### src/rtl/fetch_decode_fsm.sv
// fetch_decode_fsm
// Instruction fetch/decode sequencer. Fetches one 16-bit word from program
// memory, latches opcode/param1/param2, and hands the instruction to the ALU,
// memory or branch execution FSM with a one-cycle activate pulse. It then
// waits for that FSM's done pulse before fetching the next word. NOP and
// HALT are handled locally. Fetch and execution stalls end in a sticky fault.
//
// Ports:
//   clk          rising-edge clock
//   rst          synchronous, active-low reset
//   start        run request (honoured in IDLE and HALT only)
//   memRdy       program memory word valid on memData
//   memData      instruction word: [15:12] opcode, [11:6] param1, [5:0] param2
//   doneALU/doneMem/doneBr  single-cycle done pulses from execution FSMs
//   pcOut        drive PC onto program address bus (FETCH)
//   memRead      program memory read strobe (FETCH)
//   opcode/param1/param2    registered instruction fields
//   actALU/actMem/actBr     one-cycle activate pulses
//   pcInc        one-cycle PC increment (NOP, HALT resume)
//   halted       HALT state
//   fault        fault state; faultCode: 01 fetch timeout, 10 exec timeout,
//                11 illegal opcode
//   instrCount   retired-instruction counter (wraps)
module fetch_decode_fsm #(
    parameter int FETCH_TO = 15,
    parameter int EXEC_TO  = 63
) (
    input  logic        clk,
    input  logic        rst,
    input  logic        start,
    input  logic        memRdy,
    input  logic [15:0] memData,
    input  logic        doneALU,
    input  logic        doneMem,
    input  logic        doneBr,
    output logic        pcOut,
    output logic        memRead,
    output logic [3:0]  opcode,
    output logic [5:0]  param1,
    output logic [5:0]  param2,
    output logic        actALU,
    output logic        actMem,
    output logic        actBr,
    output logic        pcInc,
    output logic        halted,
    output logic        fault,
    output logic [1:0]  faultCode,
    output logic [15:0] instrCount
);

    typedef enum logic [2:0] {
        S_IDLE, S_FETCH, S_DECODE, S_DISPATCH, S_WAIT, S_NOP_INC, S_HALT, S_FAULT
    } state_t;

    typedef enum logic [1:0] {
        C_ALU, C_MEM, C_BR
    } class_t;

    localparam logic [7:0] FETCH_LIM = 8'(FETCH_TO);
    localparam logic [7:0] EXEC_LIM  = 8'(EXEC_TO);

    state_t     state;
    class_t     cls;       // class of the instruction currently in flight
    logic [7:0] cnt;       // cycles spent in FETCH or WAIT, 0 on the first cycle
    logic       done_match;

    // Only the done pulse from the FSM that was activated retires the op.
    always_comb begin
        done_match = 1'b0;
        case (cls)
            C_ALU:   done_match = doneALU;
            C_MEM:   done_match = doneMem;
            C_BR:    done_match = doneBr;
            default: done_match = 1'b0;
        endcase
    end

    always_ff @(posedge clk) begin
        if (!rst) begin
            state      <= S_IDLE;
            cls        <= C_ALU;
            cnt        <= 8'd0;
            pcOut      <= 1'b0;
            memRead    <= 1'b0;
            opcode     <= 4'd0;
            param1     <= 6'd0;
            param2     <= 6'd0;
            actALU     <= 1'b0;
            actMem     <= 1'b0;
            actBr      <= 1'b0;
            pcInc      <= 1'b0;
            halted     <= 1'b0;
            fault      <= 1'b0;
            faultCode  <= 2'b00;
            instrCount <= 16'd0;
        end else begin
            // Strobes and pulses are re-asserted only by the transition that
            // enters the state owning them, so they drop automatically.
            pcOut   <= 1'b0;
            memRead <= 1'b0;
            actALU  <= 1'b0;
            actMem  <= 1'b0;
            actBr   <= 1'b0;
            pcInc   <= 1'b0;

            case (state)
                S_IDLE: begin
                    if (start) begin
                        state   <= S_FETCH;
                        pcOut   <= 1'b1;
                        memRead <= 1'b1;
                        cnt     <= 8'd0;
                    end
                end

                S_FETCH: begin
                    // An accept on the final allowed cycle beats the timeout.
                    if (memRdy) begin
                        opcode <= memData[15:12];
                        param1 <= memData[11:6];
                        param2 <= memData[5:0];
                        state  <= S_DECODE;
                    end else if (cnt == FETCH_LIM) begin
                        state     <= S_FAULT;
                        fault     <= 1'b1;
                        faultCode <= 2'b01;
                    end else begin
                        cnt     <= cnt + 8'd1;
                        pcOut   <= 1'b1;
                        memRead <= 1'b1;
                    end
                end

                S_DECODE: begin
                    case (opcode) inside
                        4'h0: begin
                            state      <= S_NOP_INC;
                            pcInc      <= 1'b1;
                            instrCount <= instrCount + 16'd1;
                        end
                        [4'h1:4'h7]: begin
                            state  <= S_DISPATCH;
                            cls    <= C_ALU;
                            actALU <= 1'b1;
                        end
                        [4'h8:4'h9]: begin
                            state  <= S_DISPATCH;
                            cls    <= C_MEM;
                            actMem <= 1'b1;
                        end
                        [4'hA:4'hB]: begin
                            state <= S_DISPATCH;
                            cls   <= C_BR;
                            actBr <= 1'b1;
                        end
                        4'hF: begin
                            state      <= S_HALT;
                            halted     <= 1'b1;
                            instrCount <= instrCount + 16'd1;
                        end
                        default: begin
                            state     <= S_FAULT;
                            fault     <= 1'b1;
                            faultCode <= 2'b11;
                        end
                    endcase
                end

                S_DISPATCH: begin
                    state <= S_WAIT;
                    cnt   <= 8'd0;
                end

                S_WAIT: begin
                    // A done on the final allowed cycle beats the timeout.
                    if (done_match) begin
                        state      <= S_FETCH;
                        pcOut      <= 1'b1;
                        memRead    <= 1'b1;
                        cnt        <= 8'd0;
                        instrCount <= instrCount + 16'd1;
                    end else if (cnt == EXEC_LIM) begin
                        state     <= S_FAULT;
                        fault     <= 1'b1;
                        faultCode <= 2'b10;
                    end else begin
                        cnt <= cnt + 8'd1;
                    end
                end

                S_NOP_INC: begin
                    state   <= S_FETCH;
                    pcOut   <= 1'b1;
                    memRead <= 1'b1;
                    cnt     <= 8'd0;
                end

                S_HALT: begin
                    // Resuming steps the PC past the HALT word; the HALT was
                    // already counted on entry.
                    if (start) begin
                        state  <= S_NOP_INC;
                        pcInc  <= 1'b1;
                        halted <= 1'b0;
                    end
                end

                S_FAULT: begin
                    state <= S_FAULT;
                end

                default: begin
                    state <= S_IDLE;
                end
            endcase
        end
    end

endmodule

### config.mk
export PLATFORM = sky130hd
export DESIGN_NAME = fetch_decode_fsm
export DESIGN_NICKNAME = d
export VERILOG_FILES = /design/src/rtl/fetch_decode_fsm.sv
export SDC_FILE = /design/constraint.sdc
export NUM_CORES = 1
export LEC_CHECK = 0
export CAP_MARGIN = 20
export CORE_MARGIN = 1.5
export CORE_UTILIZATION = 53
export DETAILED_ROUTE_END_ITERATION = 10
export GPL_ROUTABILITY_DRIVEN = 0
export PLACE_DENSITY = 0.85
export SETUP_SLACK_MARGIN = 0.02
export SYNTH_ARGS = -nofsm -noshare
export SYNTH_HDL_FRONTEND = slang
export SYNTH_SLANG_ARGS = --single-unit
### constraint.sdc
create_clock -name clk -period 4.2 [get_ports clk]
set_input_delay 1.26 -clock clk [delete_from_list [all_inputs] [get_ports clk]]
set_output_delay 1.26 -clock clk [all_outputs]
set_load 0.05 [all_outputs]
==> flow_summary.toml, run 1 <==
[outcome]
status = "finished, final reports clean"

[drt]
dr.pass1.iters = 4
via_per_inst = 5.959
drc = 0
ant_nets = 0
wl_microns = 6578
drtIter0Drc = 114
wl_per_cell_microns = 14.85
vias = 2640

[power]
p_per_area_mw_per_mm2 = 478.6
vdd_drop_max_mv = 0.2589
p_leak_nw = 1.144

[synthesis]
synthTopCellsByArea = "dfxtp_1 40%, nand2_1 6.8%, a21oi_1 6.5%"
syn_inst = 322
synthFlopType = "dfxtp_1"
yosysMostFrequentCell = "dfxtp_1"
synth_top_area_share_pct = 40.17
yosysTopAreaCell = "dfxtp_1"
synth.net_count = 347
ys_top_cells_by_count = "54 x dfxtp_1, 49 x nand2_1, 35 x a21oi_1"
synth_edf_count = 0
seq_area_frac_synth_pct = 40.17
synth-seq-cells = 54
syn_area_sq_mm = 0.002691
synth_area_per_cell_sq_um = 8.358
synthArstFlopShare_pct = 0
yosysWarnings = 0
ys_types = 59

[timing]
maxSlewViolCount = 0
fmax_mhz = 307.4
finalSetupViolCount = 0
hold_slack_ns = 0.4622
setup-tns-final_ns = 0
fin_skew_ns = 0.006831
finalCritPeriodShare_pct = 77.46
tightest_slew_ns = 0.7335
period_minus_slack_ns = 3.254
fin_ws_ns = 0.9465
grt_setup_unrepaired = "no"
hold_viol = 0
maxSlewHeadroom_pct = 51.03

[setup_path]
cp-startpoint = "memRdy"
crit_path_top_delay_cell = "or4_1"
cp_slowest_stage_delay_ns = 0.55
critPathCaptureType = "register"
cp.required_ns = 4.43
crit_end = "cnt[6]"
critPathKind = "input port to register"
path_max_fanout = 19
r2r-end = "instrCount[5]"
reg2reg_from = "state[2]"
r2r.worst_path.cells = 6
arrival_ns = 3.49
path_cells = "clkdlybuf4s50_1 -> nor4bb_4 -> buf_4 -> a211oi_2 -> nand2_1 -> or4_1 -> a21boi_1"
worst_setup_path_start_kind = "input port"
rrSetupSlack_ns = 1.61

[place]
hpwlAfterDp_microns = 4591
io_buffers = 64
dp_slack_ns = 0.7369

[clock_tree]
post_cts_resized = 0
cts_tree = "done"
cts-root-buf = "clkbuf_8"
max-clock-path-buffers = 2
cts_sinks = 54
clkTransAtPathRegs_ns = 0.09
clock_latency_ns = 0.31
htree_levels = 2
cts_setup_buffers = 0
cts_hold_buf = 0
cts_made_buffers = 5

[floorplan]
dieArea_sq_mm = 0.005515
core.rowCount = 25
core_region_area_sq_mm = 0.004817
initial_core_util_pct = 55.87
die_x_microns = 74.26
ios = 65
die_height_microns = 74.26

[global_routing]
grt.total_usage_pct = 24.21
grt_max_degree = 30
grt_pass1_wl_microns = 10470
grt-ovfl-total = 0
antenna_found_initial = 0
grt_pass1_vias = 2360

[flow_run]
max-cap-violations = 0

[finish]
layout.nets = 400
drive_gt1_share_pct = 6.915
n_antenna_cell = 0
syn_to_final_growth_pct = 29.66

[hold_path]
min_path_type = "register to register"
kinds of logic after synthesis:
| kind of cell | after synthesis | synth area share [%] |
|---|---|---|
| compound gates | 97 | 24.41 |
| mux | 4 | 1.627 |
| flops | 54 | 40.17 |
| buf+inv | 28 | 5.206 |
| fa+ha+maj | 2 | 0.9297 |
| simple gates | 136 | 27.34 |
| xor+xnor | 1 | 0.3255 |
metrics by stage:
stage	power (W)	std cells	util (%)	instance area (sq um)
floorplan	0.001094	322	-	2691
global placement	0.001243	435	69.48	3347
detailed placement	0.001257	435	69.48	3347
CTS	0.001674	443	72.44	3490
global route	0.001754	443	72.44	3490
finish	0.001670	443	72.44	3490
layout make-up:
type,instances,area [sq um]
multi-input cells,240,1485
fillers,389,1328
flip-flops and latches,54,1081
repair buffers,69,678.2
well taps,67,83.83
clock buffers,6,82.58
clock inverters,2,60.06
inverters,5,18.77
worst min-delay path by stage:
stage / startpoint / to / slack (ns) / cells after the start
4_1_cts: param2[1] / param2[1] / 0.46 / 2
5_1_grt: param1[0] / param1[0] / 0.50 / 2
3_3_place_gp: param2[0] / param2[0] / 0.44 / 2
2_1_floorplan: cnt[5] / cnt[5] / 0.46 / 2
3_5_place_dp: param2[1] / param2[1] / 0.45 / 2
6_report: param2[4] / param2[4] / 0.46 / 2
per-layer routing:
layer / vias to the layer above / share of wire (%) / global-route usage (%)
met5: - / 0 / 0
met4: 0 / 2.0 / 10.91
met3: 14 / 5.5 / 3.659
met2: 83 / 49 / 39.88
met1: 1252 / 44 / 31.49
li1: 1291 / - / -
worst max-delay path: cells and delay by family:
family	cells	cell delay, ns
AO/OA/AOI/OAI	2	0.42
buffers and inverters	2	0.75
AND/OR/NAND/NOR	3	1.05
sequential cells by signal, indices dropped and copies added (netlist names):
signal      flops
actALU          1
actBr           1
actMem          1
cls             2
cnt             8
fault           1
faultCode       2
halted          1
instrCount     16
memRead         1
opcode          4
param1          6
param2          6
pcInc           1
state           3
power breakdown:
part / internal (W) / switching [W] / total (W)
sequential: 0.000569 / 0.0000822 / 0.000651
clock: 0.000254 / 0.000163 / 0.000417
combinational: 0.000223 / 0.000379 / 0.000602
cell usage in the layout (no fill, tap or decap), types with 3 or more instances in the layout:
cell type	instances
a211oi_1	3
or3_1	9
nand2b_1	10
inv_1	4
or4_1	9
nor2b_1	3
buf_4	5
nand4_1	4
o311ai_0	4
dfxtp_1	54
nor3_1	5
o21ai_0	14
o31ai_1	9
nand2_1	49
a21oi_1	35
nand3_1	17
and3_1	3
nor2_1	9
mux2i_1	3
o21a_1	3
clkdlybuf4s50_1	64
nor3b_1	3
clkbuf_8	6
o41ai_1	4
a21boi_1	7
Power figures use the tool's default switching activity.
==> run 2: changes to the inputs <==
--- a/config.mk
+++ b/config.mk
@@ -7,10 +7,10 @@
 export LEC_CHECK = 0
 export CAP_MARGIN = 20
 export CORE_MARGIN = 1.5
-export CORE_UTILIZATION = 53
+export CORE_UTILIZATION = 49
 export DETAILED_ROUTE_END_ITERATION = 10
 export GPL_ROUTABILITY_DRIVEN = 0
-export PLACE_DENSITY = 0.85
+export PLACE_DENSITY = 0.79
 export SETUP_SLACK_MARGIN = 0.02
 export SYNTH_ARGS = -nofsm -noshare
 export SYNTH_HDL_FRONTEND = slang
==> constraint.sdc (replaced) <==
create_clock -name clk -period 3.41 [get_ports clk]
set_input_delay 1.023 -clock clk [delete_from_list [all_inputs] [get_ports clk]]
set_output_delay 1.023 -clock clk [all_outputs]
set_load 0.05 [all_outputs]
==> run 2 against run 1 <==
Net effect: non-clock buffer count is 1 higher; critical endpoint is now opcode[3]; first-iteration DRC count is 63% higher; clock power is 3% higher; die area is 7.8% higher.
==> flow_summary.toml, run 2 (synthesis results as in run 1) <==
[finish]
n_antenna_cell = 0
largest_reg_flops = 16
reg_top3 = "instrCount (16), cnt (8)"
syn_to_final_growth_pct = 29.01
final_cell_area_sq_mm = 0.003472
layout_commonest_cell = "clkdlybuf4s50_1"
layout_common_cells = "64 x clkdlybuf4s50_1, 54 x dfxtp_1, 49 x nand2_1, 34 x a21oi_1, 17 x nand3_1"
fillers = 476
largest_register = "instrCount"
drive_gt1_share_pct = 7.162
layout.nets = 401
layoutNonFillerInstCount = 447

[clock_tree]
clock_latency_ns = 0.31
cts_tree = "done"
clkTransAtPathRegs_ns = 0.10
cts_made_buffers = 5
post_cts_resized = 0
cts_hold_buf = 0
htree_levels = 2
cts_setup_buffers = 0
cts-root-buf = "clkbuf_8"
cts_sinks = 54
max-clock-path-buffers = 2

[setup_path]
cp-startpoint = "opcode[3]"
path_depth = 1
crit_path_top_delay_cell = "clkdlybuf4s50_1"
path_max_fanout = 11
critPathTopFamily = "buffers and inverters"
arrival_ns = 1.77
path_cells = "clkdlybuf4s50_1"
critPathBufInv = 1
r2r.worst_path.cells = 6
reg2reg_from = "state[2]"
worst_setup_path_start_kind = "register"
cp_slowest_stage_delay_ns = 0.89
critPathCaptureType = "output port"
critPathKind = "register to output port"
cp.required_ns = 2.39

[timing]
period_minus_slack_ns = 2.794
maxSlewViolCount = 0
fin_skew_ns = 0.008579
finalSetupViolCount = 0
finalCritPeriodShare_pct = 81.95
maxSlewHeadroom_pct = 50.72
grt_setup_unrepaired = "no"
setup-tns-final_ns = 0
fin_ws_ns = 0.6156
tightest_slew_ns = 0.7382
hold_viol = 0
fmax_mhz = 357.9

[drt]
drc = 0
drtIter0Drc = 186
ant_nets = 0
via_per_inst = 5.908
wl_microns = 6602
vias = 2641
wl_per_cell_microns = 14.77
dr.pass1.iters = 4

[outcome]
status = "finished, final reports clean"

[place]
hpwlAfterDp_microns = 4657
io_buffers = 64
post_dp_cell_area_sq_mm = 0.003362
dp_slack_ns = 0.3851
dp_cells = 439

[hold_path]
holdPathStages = 2
hold_start = "param2[4]"
min_path_type = "register to register"

[global_routing]
grt.total_usage_pct = 22.90
grt_max_degree = 30
antenna_found_initial = 0
grt_pass1_vias = 2359
grt_pass1_wl_microns = 11120
grt-ovfl-total = 0

[power]
p_leak_nw = 1.130
p_per_area_mw_per_mm2 = 569.1
vdd_drop_max_mv = 0.3287
power.total_w = 0.001976

[floorplan]
die_height_microns = 77.11
die_x_microns = 77.11
dieArea_sq_mm = 0.005946
ios = 65
core_region_area_sq_mm = 0.005205
core.rowCount = 26
initial_core_util_pct = 51.71

[flow_run]
max-cap-violations = 0
-- run 2: cell types whose count changed in the layout (fill, tap and decap cells not counted) --
cell        previous run  this run
buf_4                  5         6
clkbuf_1               0         1
bufinv_16              2         1
a21oi_2                1         2
clkbuf_8               6         5
a21oi_1               35        34
clkinvlp_4             0         1
-- run 2: area by class of cell --
class	count	area, sq um	area share [%]
Clock inverter	2	37.54	1.081
Inverter	5	18.77	0.5405
Tap cell	70	87.58	2.523
Multi-Input combinational cell	240	1489	42.88
Timing Repair Buffer	70	685.7	19.75
Sequential cell	54	1081	31.14
Clock buffer	6	72.57	2.090
-- run 2: routing by layer --
metal / vias to the layer above / wire [microns] / GRT usage (%)
li1: 1301 / - / -
met1: 1258 / 2895 / 28.81
met2: 72 / 3186 / 38.23
met3: 10 / 406 / 5.119
met4: 0 / 114 / 8.545
met5: - / 0 / 0
-- run 2: report_power, final --
part,switching [W],internal [W]
logic,0.000469,0.000279
registers,0.0000998,0.000700
clock network,0.000209,0.000219
-- run 2: path summary, 6_finish.rpt --
kind / to / slack [ns]
worst max-delay path: opcode[3] / 0.62
worst min-delay path: param2[4] / 0.46
worst max register to register: instrCount[5] / 0.82
worst min register to register: param2[4] / 0.46
-- run 2: per-stage QoR --
| stage | utilization (%) | hold slack, ns |
|---|---|---|
| after floorplan | - | 0.4596 |
| final | 66.71 | 0.4615 |
| after detailed placement | 64.59 | 0.4489 |
| after CTS | 66.71 | 0.4624 |
| after global routing | 66.71 | 0.4886 |
| after global placement | 64.59 | 0.4428 |
==> run 3: changes to the inputs <==
--- a/config.mk
+++ b/config.mk
@@ -7,10 +7,10 @@
 export LEC_CHECK = 0
 export CAP_MARGIN = 20
 export CORE_MARGIN = 1.5
-export CORE_UTILIZATION = 49
+export CORE_UTILIZATION = 45
 export DETAILED_ROUTE_END_ITERATION = 10
 export GPL_ROUTABILITY_DRIVEN = 0
-export PLACE_DENSITY = 0.79
+export PLACE_DENSITY = 0.77
 export SETUP_SLACK_MARGIN = 0.02
 export SYNTH_ARGS = -nofsm -noshare
 export SYNTH_HDL_FRONTEND = slang
==> constraint.sdc (replaced) <==
create_clock -name clk -period 2.5 [get_ports clk]
set_input_delay 0.75 -clock clk [delete_from_list [all_inputs] [get_ports clk]]
set_output_delay 0.75 -clock clk [all_outputs]
set_load 0.05 [all_outputs]
==> run 3 against run 2 <==
Net effect: first-iteration DRC count up 23%; largest cell class unchanged; worst hold slack lost 0.0039 ns; global-route usage decreased by 1.1 points; register-to-register slack lost 0.48 ns; clock skew is 0.00050 ns lower; count of clock-buffer cells in the layout down 1; non-clock buffer count rose by 14; utilization shrank 3.5 points.
==> flow_summary.toml, run 3 (synthesis results as in run 1) <==
[power]
power.total_w = 0.002690
p_leak_nw = 1.233
vdd_drop_max_mv = 0.5860
p_per_area_mw_per_mm2 = 754.2

[timing]
fin_ws_ns = 0.1428
setup-tns-final_ns = 0
hold_viol = 0
tightest_slew_ns = 0.5990
period_minus_slack_ns = 2.357
grt_setup_unrepaired = "no"
finalCritPeriodShare_pct = 94.29
fmax_mhz = 424.2
maxSlewViolCount = 0
fin_skew_ns = 0.008076
finalSetupViolCount = 0
maxSlewHeadroom_pct = 59.52

[floorplan]
die_x_microns = 80.34
core_region_area_sq_mm = 0.005642
dieArea_sq_mm = 0.006454
initial_core_util_pct = 47.70
die_height_microns = 80.34
core.rowCount = 27
ios = 65

[setup_path]
path_cells = "clkdlybuf4s50_1"
critPathBufInv = 1
cp.required_ns = 1.75
r2r.worst_path.cells = 6
critPathCaptureType = "output port"
critPathKind = "register to output port"
arrival_ns = 1.61
reg2reg_from = "opcode[1]"
rrSetupSlack_ns = 0.34
worst_setup_path_start_kind = "register"
crit_path_top_delay_cell = "clkdlybuf4s50_1"
critPathTopFamily = "buffers and inverters"
cp_slowest_stage_delay_ns = 0.85
path_max_fanout = 7
r2r-end = "cnt[6]"

[global_routing]
grt_pass1_wl_microns = 11170
grt_pass1_vias = 2330
grt_max_degree = 27
grt-ovfl-total = 0
antenna_found_initial = 0
grt.total_usage_pct = 21.81

[finish]
drive_gt1_share_pct = 10.77
largest_reg_flops = 16
reg_top3 = "instrCount (16), cnt (8)"
syn_to_final_growth_pct = 32.54
final_cell_area_sq_mm = 0.003567
layout_common_cells = "61 x clkdlybuf4s50_1, 54 x dfxtp_1, 49 x nand2_1, 34 x a21oi_1, 20 x buf_4"
fillers = 473
n_antenna_cell = 0
largest_register = "instrCount"
layout_commonest_cell = "clkdlybuf4s50_1"
layout.nets = 415

[place]
hpwlAfterDp_microns = 4883
post_dp_cell_area_sq_mm = 0.003480
dp_slack_ns = -0.1789
io_buffers = 64

[hold_path]
holdPathStages = 2
min_path_type = "register to register"
hold_path_end = "param1[4]"
hold_start = "param1[4]"

[clock_tree]
clkTransAtPathRegs_ns = 0.09
cts_made_buffers = 5
htree_levels = 2
clock_latency_ns = 0.30
max-clock-path-buffers = 2
cts_sinks = 54
cts_setup_buffers = 0
cts_tree = "done"
cts-root-buf = "clkbuf_8"

[drt]
wl_per_cell_microns = 14.61
via_per_inst = 5.669
dr.pass1.iters = 4
drtIter0Drc = 229
vias = 2619
ant_nets = 0
wl_microns = 6748
drc = 0

[flow_run]
max-cap-violations = 0

[outcome]
status = "finished, final reports clean"
## run 3: cell count changes in the layout (fill, tap and decap cells not counted)
cell,delta
buf_4,+14
clkdlybuf4s50_1,-3
dlymetal6s2s_1,+2
buf_12,+1
bufinv_16,-1
clkbuf_1,-1
clkinv_2,+1
clkinvlp_4,-1
inv_6,+1
## run 3: per-stage QoR
stage	instances	util [%]	hold WS (ns)
after detailed placement	455	61.68	0.4473
final	462	63.23	0.4576
after CTS	462	63.14	0.4603
after global routing	462	63.23	0.4758
after floorplan	322	-	0.4596
after global placement	455	61.68	0.4411
## run 3: worst max-delay path by stage
stage / from / endpoint / slack [ns] / cells past startpoint
after floorplan: doneMem / cnt[1] / 0.32 / 6
final: opcode[0] / opcode[0] / 0.14 / 1
after global placement: memRdy / cnt[7] / -0.12 / 6
after detailed placement: memRdy / cnt[6] / -0.18 / 6
after global routing: doneBr / cnt[6] / 0.06 / 7
after CTS: opcode[2] / opcode[2] / 0.03 / 1
## run 3: layout make-up
type / instances / area [sq um] / share of cell area [%]
clock buffers: 5 / 68.82 / 1.929
clock inverters: 2 / 13.76 / 0.3858
inverters: 5 / 18.77 / 0.5261
multi-input cells: 240 / 1489 / 41.74
flip-flops and latches: 54 / 1081 / 30.31
well taps: 72 / 90.09 / 2.525
repair buffers: 84 / 805.8 / 22.59
## run 3: timing repair
action	in CTS	in global routing
resized for setup	0	2
endpoints found under the hold margin	0	0
setup endpoints to repair	0	3
hold buffers	0	0
## run 3: routing by layer
layer | wire, microns | up-vias | global-route usage (%)
li1 | - | 1324 | -
met1 | 3092 | 1219 | 28.67
met2 | 3234 | 70 | 36.39
met3 | 359 | 6 | 4.318
met4 | 63 | 0 | 5.690
met5 | 0 | - | 0
## run 3: power by group
group	leakage (nW)	switching [W]	total (W)	internal [W]
logic	0.752	0.000705	0.00117	0.000464
clock network	0.0444	0.000281	0.000475	0.000194
registers	0.437	0.0000916	0.00105	0.000955
total	1.23	0.00108	0.00269	0.00161
## run 3: worst min-delay path, delay by kind of cell (launching register included)
| kind | cells | cell delay, ns |
|---|---|---|
| DFF | 1 | 0.32 |
| AOI/OAI and AO/OA | 1 | 0.05 |
| and+or+nand+nor | 1 | 0.05 |
==> patch 1: new RTL, config.mk and constraints of run 3 <==
Reset style: asynchronous (`rst`), changed in one clocked block. Comments in the files are not updated.
--- a/src/rtl/fetch_decode_fsm.sv
+++ b/src/rtl/fetch_decode_fsm.sv
@@ -75,7 +75,7 @@
         endcase
     end
 
-    always_ff @(posedge clk) begin
+    always_ff @(posedge clk or negedge rst) begin
         if (!rst) begin
             state      <= S_IDLE;
             cls        <= C_ALU;
Check against the original RTL: differs if rst is asserted again (counterexample within 4 cycles, from zero or initial values and one cycle with rst low); with rst held inactive, the same outputs for 10 cycles.
==> patch 1 against run 3 <==
Largest power group unchanged; hold slack worse by 0.064 ns; combinational power is 97% higher; routed wire length is 10% lower; worst setup slack better by 0.011 ns; design area rose by 1.4%; power grew 62%; sequential share of layout area increased by 7.1 points; critical path depth unchanged; sequential cell count stayed put; synthesized cell count fell by 21%; area after synthesis up 1.3%; utilization down 1.8 points; clock skew down 0.0031 ns; non-clock buffer count shrank 7.
==> patch 1: results (changes against run 3) <==
Synth
  – Post-synthesis adder-cell area fraction: 0.917% (-0.012 points)
  – Ys async rst share: 100% (+100 points)
  – Post-synthesis xor/xnor area fraction: 4.82% (+4.5 points)
  – Post-synthesis mux area share: 9.68% (+8.1 points)
  – Syn_nets: 280 (-19%)
  – Compound-cell area share of the yosys netlist: 11.7% (-13 points)
  – Yosys cell types: 51 (-14%)
  – Register area share after synthesis: 49.5% (+9.4 points)
  – Ranking of synthesized cells by area: dfrtp_1 50%, mux2_2 7.8%, xor2_1 4.2%
  – Synth cell count leaders: 54 x dfrtp_1, 24 x nand2_1, 19 x mux2_2

Hold path
  – HP Class: in -> async

GRT
  – First-pass GRT wire length: 10000 um (-10%)
  – Total track usage: 19.6% (-2.3 points)
  – Largest net degree at the start of global routing: 34 (+26%)

STA
  – Slew @ Worst Pin: 0.598 ns (-0.00143 ns)
  – Worst Clk Skew: 0.00499 ns (-0.00308 ns)

Power and ir drop
  – Peak supply drop: 0.000743 V (+27%)
  – Leakage: 1.55 nW (+26%)

Detailed routing
  – Met1 Routed Length: 2760 um (-11%)
  – Met2 Wirelength: 2950 um (-8.9%)
  – DR WL met3: 280 um (-22%)
  – DR WL/cell: 15.2 um (+3.9%)
  – Initial detailed-routing violation count: 157 (-31%)

Place
  – DP HPWL: 4360 um (-11%)
  – DP Worst Slack: -0.0804 ns (+0.0985 ns)
  – Placed standard-cell area: 3500 um^2 (+0.47%)

Final layout
  – Fin nets: 348 (-16%)
  – Fillers: 501 (+5.9%)
  – Share of layout cells above drive strength 1: 16.0% (+5.3 points)

Run status
  – Status: completed

Worst setup path
  – Worst R2R Path Depth: 6 (unchanged)
patch 1: cell count changes after synthesis, sizes merged, moves of 7 or more:
cell   change
a21oi     -29
dfrtp     +54
dfxtp     -54
mux2      +19
nand2     -25
nor2       +8
nor4       +7
or3        -9
xor2      +12
patch 1: metal layers:
metal	vias to the layer above	global-route usage (%)
met3	6	4.61
met2	57	31.8
met1	1065	26.1
met5	-	0
li1	1050	-
met4	0	5.34
patch 1: cells by family after synthesis:
kind of cell | count (synthesis)
multiplexers | 24
adder cells (fa/ha/maj) | 2
AND/OR/NAND/NOR | 97
XOR/XNOR | 15
buffers and inverters | 20
AO/OA/AOI/OAI | 43
flip-flops | 54
patch 1: final timing paths:
check / from / slack [ns] / end
max: instrCount[2] / 0.15 / instrCount[2]
min: rst / 0.39 / param2[3]
max reg2reg: cnt[0] / 0.38 / cnt[6]
min reg2reg: fault / 0.50 / fault
max in group asynchronous: rst / 1.55 / faultCode[0]
min in group clk: fault / 0.50 / fault
patch 1: report_power, final:
part,switching [W],internal (W)
combinational,0.00139,0.000922
clock,0.000304,0.000306
sequential,0.000305,0.00112
total,0.00200,0.00235
patch 1: final cells by class:
| type | instances | area share [%] |
|---|---|---|
| clock inverter | 3 | 1.31 |
| multi-input combinational | 181 | 35.4 |
| sequential | 54 | 37.4 |
| tap | 75 | 2.59 |
| timing repair buffer | 77 | 21.0 |
| clock buffer | 5 | 1.90 |
| inverter | 4 | 0.415 |
patch 1: through the flow:
step | cells | hold WS [ns] | TNS [ns] | utilization, %
2_1_floorplan | 255 | 0.454 | 0 | -
3_3_place_gp | 391 | 0.460 | 0 | 59.4
3_5_place_dp | 391 | 0.476 | -0.407 | 59.4
4_1_cts | 399 | 0.402 | 0 | 61.4
5_1_grt | 399 | 0.417 | 0 | 61.5
6_report | 399 | 0.393 | 0 | 61.5
==> patch 2: new RTL, settings of run 3 <==
Without the edit above. `FETCH_TO`: 15 -> 11.
--- a/src/rtl/fetch_decode_fsm.sv
+++ b/src/rtl/fetch_decode_fsm.sv
@@ -22,7 +22,7 @@
 //                11 illegal opcode
 //   instrCount   retired-instruction counter (wraps)
 module fetch_decode_fsm #(
-    parameter int FETCH_TO = 15,
+    parameter int FETCH_TO = 11,
     parameter int EXEC_TO  = 63
 ) (
     input  logic        clk,
Formal check against the unedited RTL: same outputs for any inputs over 4 cycles, from zero or initial values and one cycle with rst low; that may be too few to reach the edited logic, so the function may still have changed.
==> patch 2 against run 3 <==
Routed wire length fell by 2.3%; non-clock buffer count increased by 5; count of clock-buffer cells in the layout rose by 1; worst setup slack worse by 0.024 ns; sequential cell count did not move; power rose by 12%; die area shrank 1.8%; highest routed layer unchanged; clock power rose by 10%; design area shrank 0.35%; combinational power rose by 19%; via count up 2.9%; clock skew is 0.0012 ns lower; area after synthesis shrank 1.9%.
==> patch 2: results (changes against run 3) <==
Run status
  – Status: completed

Place
  – DP Cell Count: 465 (+2.2%)
  – Placed standard-cell area: 3450 um^2 (-0.86%)
  – DP HPWL: 4700 um (-3.7%)

Detailed routing
  – Initial detailed-routing violation count: 151 (-34%)
  – Routed WL: 6590 um (-2.3%)
  – DR WL/cell: 13.9 um (-4.6%)
  – Drt via density: 5.70 (+0.47%)

Hold path
  – Hold Crit Start: param2[3]
  – Hold EP: param2[3]

GRT
  – Largest net degree at the start of global routing: 20 (-26%)
  – Vias in the first global route: 2413 (+3.6%)
  – First-pass GRT wire length: 10900 um (-2.7%)
  – Total track usage: 21.5% (-0.27 points)

Synth
  – Syn_nets: 350 (+0.86%)
  – Post-synthesis adder-cell area fraction: 0.948% (+0.018 points)
  – Synth cell count leaders: 54 x dfxtp_1, 51 x nand2_1, 40 x a21oi_1
  – Post-synthesis mux area share: 0.758% (-0.87 points)
  – Synth Instances: 325 (+0.93%)
  – Register area share after synthesis: 40.9% (+0.78 points)
  – Yosys cell types: 54 (-8.5%)
  – Compound-cell area share of the yosys netlist: 24.2% (-0.19 points)
  – Ranking of synthesized cells by area: dfxtp_1 41%, a21oi_1 7.6%, nand2_1 7.3%
  – Post-synthesis xor/xnor area fraction: 0.332% (+0.0063 points)

Final layout
  – Fillers: 482 (+1.9%)
  – Fin nets: 425 (+2.4%)
  – Share of layout cells above drive strength 1: 9.48% (-1.3 points)

STA
  – Final worst hold slack: 0.459 ns (+0.00165 ns)
  – Rel. slew slack: 62.2% (+2.7 points)
  – Worst Clk Skew: 0.00690 ns (-0.00118 ns)
  – Final period utilization: 95.2% (+0.95 points)

Worst setup path
  – Critical Path AT: 1.63 ns (+0.02 ns)

Power and ir drop
  – Peak supply drop: 0.000391 V (-33%)
[patch 2: metal layers]
metal / routed length, um / GRT usage [%]
met3: 392 / 4.69
met1: 3030 / 27.9
met5: 0 / 0
met2: 3080 / 35.0
met4: 97 / 8.07
[patch 2: where the power goes]
group | internal, W | switching (W) | total (W)
sequential | 0.000971 | 0.000137 | 0.00111
clock | 0.000229 | 0.000294 | 0.000523
combinational | 0.000555 | 0.000833 | 0.00139
total | 0.00175 | 0.00126 | 0.00302
[patch 2: cell type report]
type,instances,area (um^2),share of cell area [%]
repair buffers,89,833,23.4
flip-flops and latches,54,1080,30.4
clock buffers,6,82.6,2.32
inverters,5,18.8,0.528
clock inverters,2,17.5,0.493
multi-input cells,245,1430,40.3
well taps,72,90.1,2.53
[patch 2: worst min-delay path, stage by stage, from the launching register on]
cell and delay (ns):
dfxtp_1 0.32, nand2_1 0.05, a21oi_1 0.05
[patch 2: what timing repair did]
item / 4_1_cts / 5_1_grt
setup endpoints to repair: 0 / 2
resized for setup: 0 / 2
hold buffers: 0 / 0
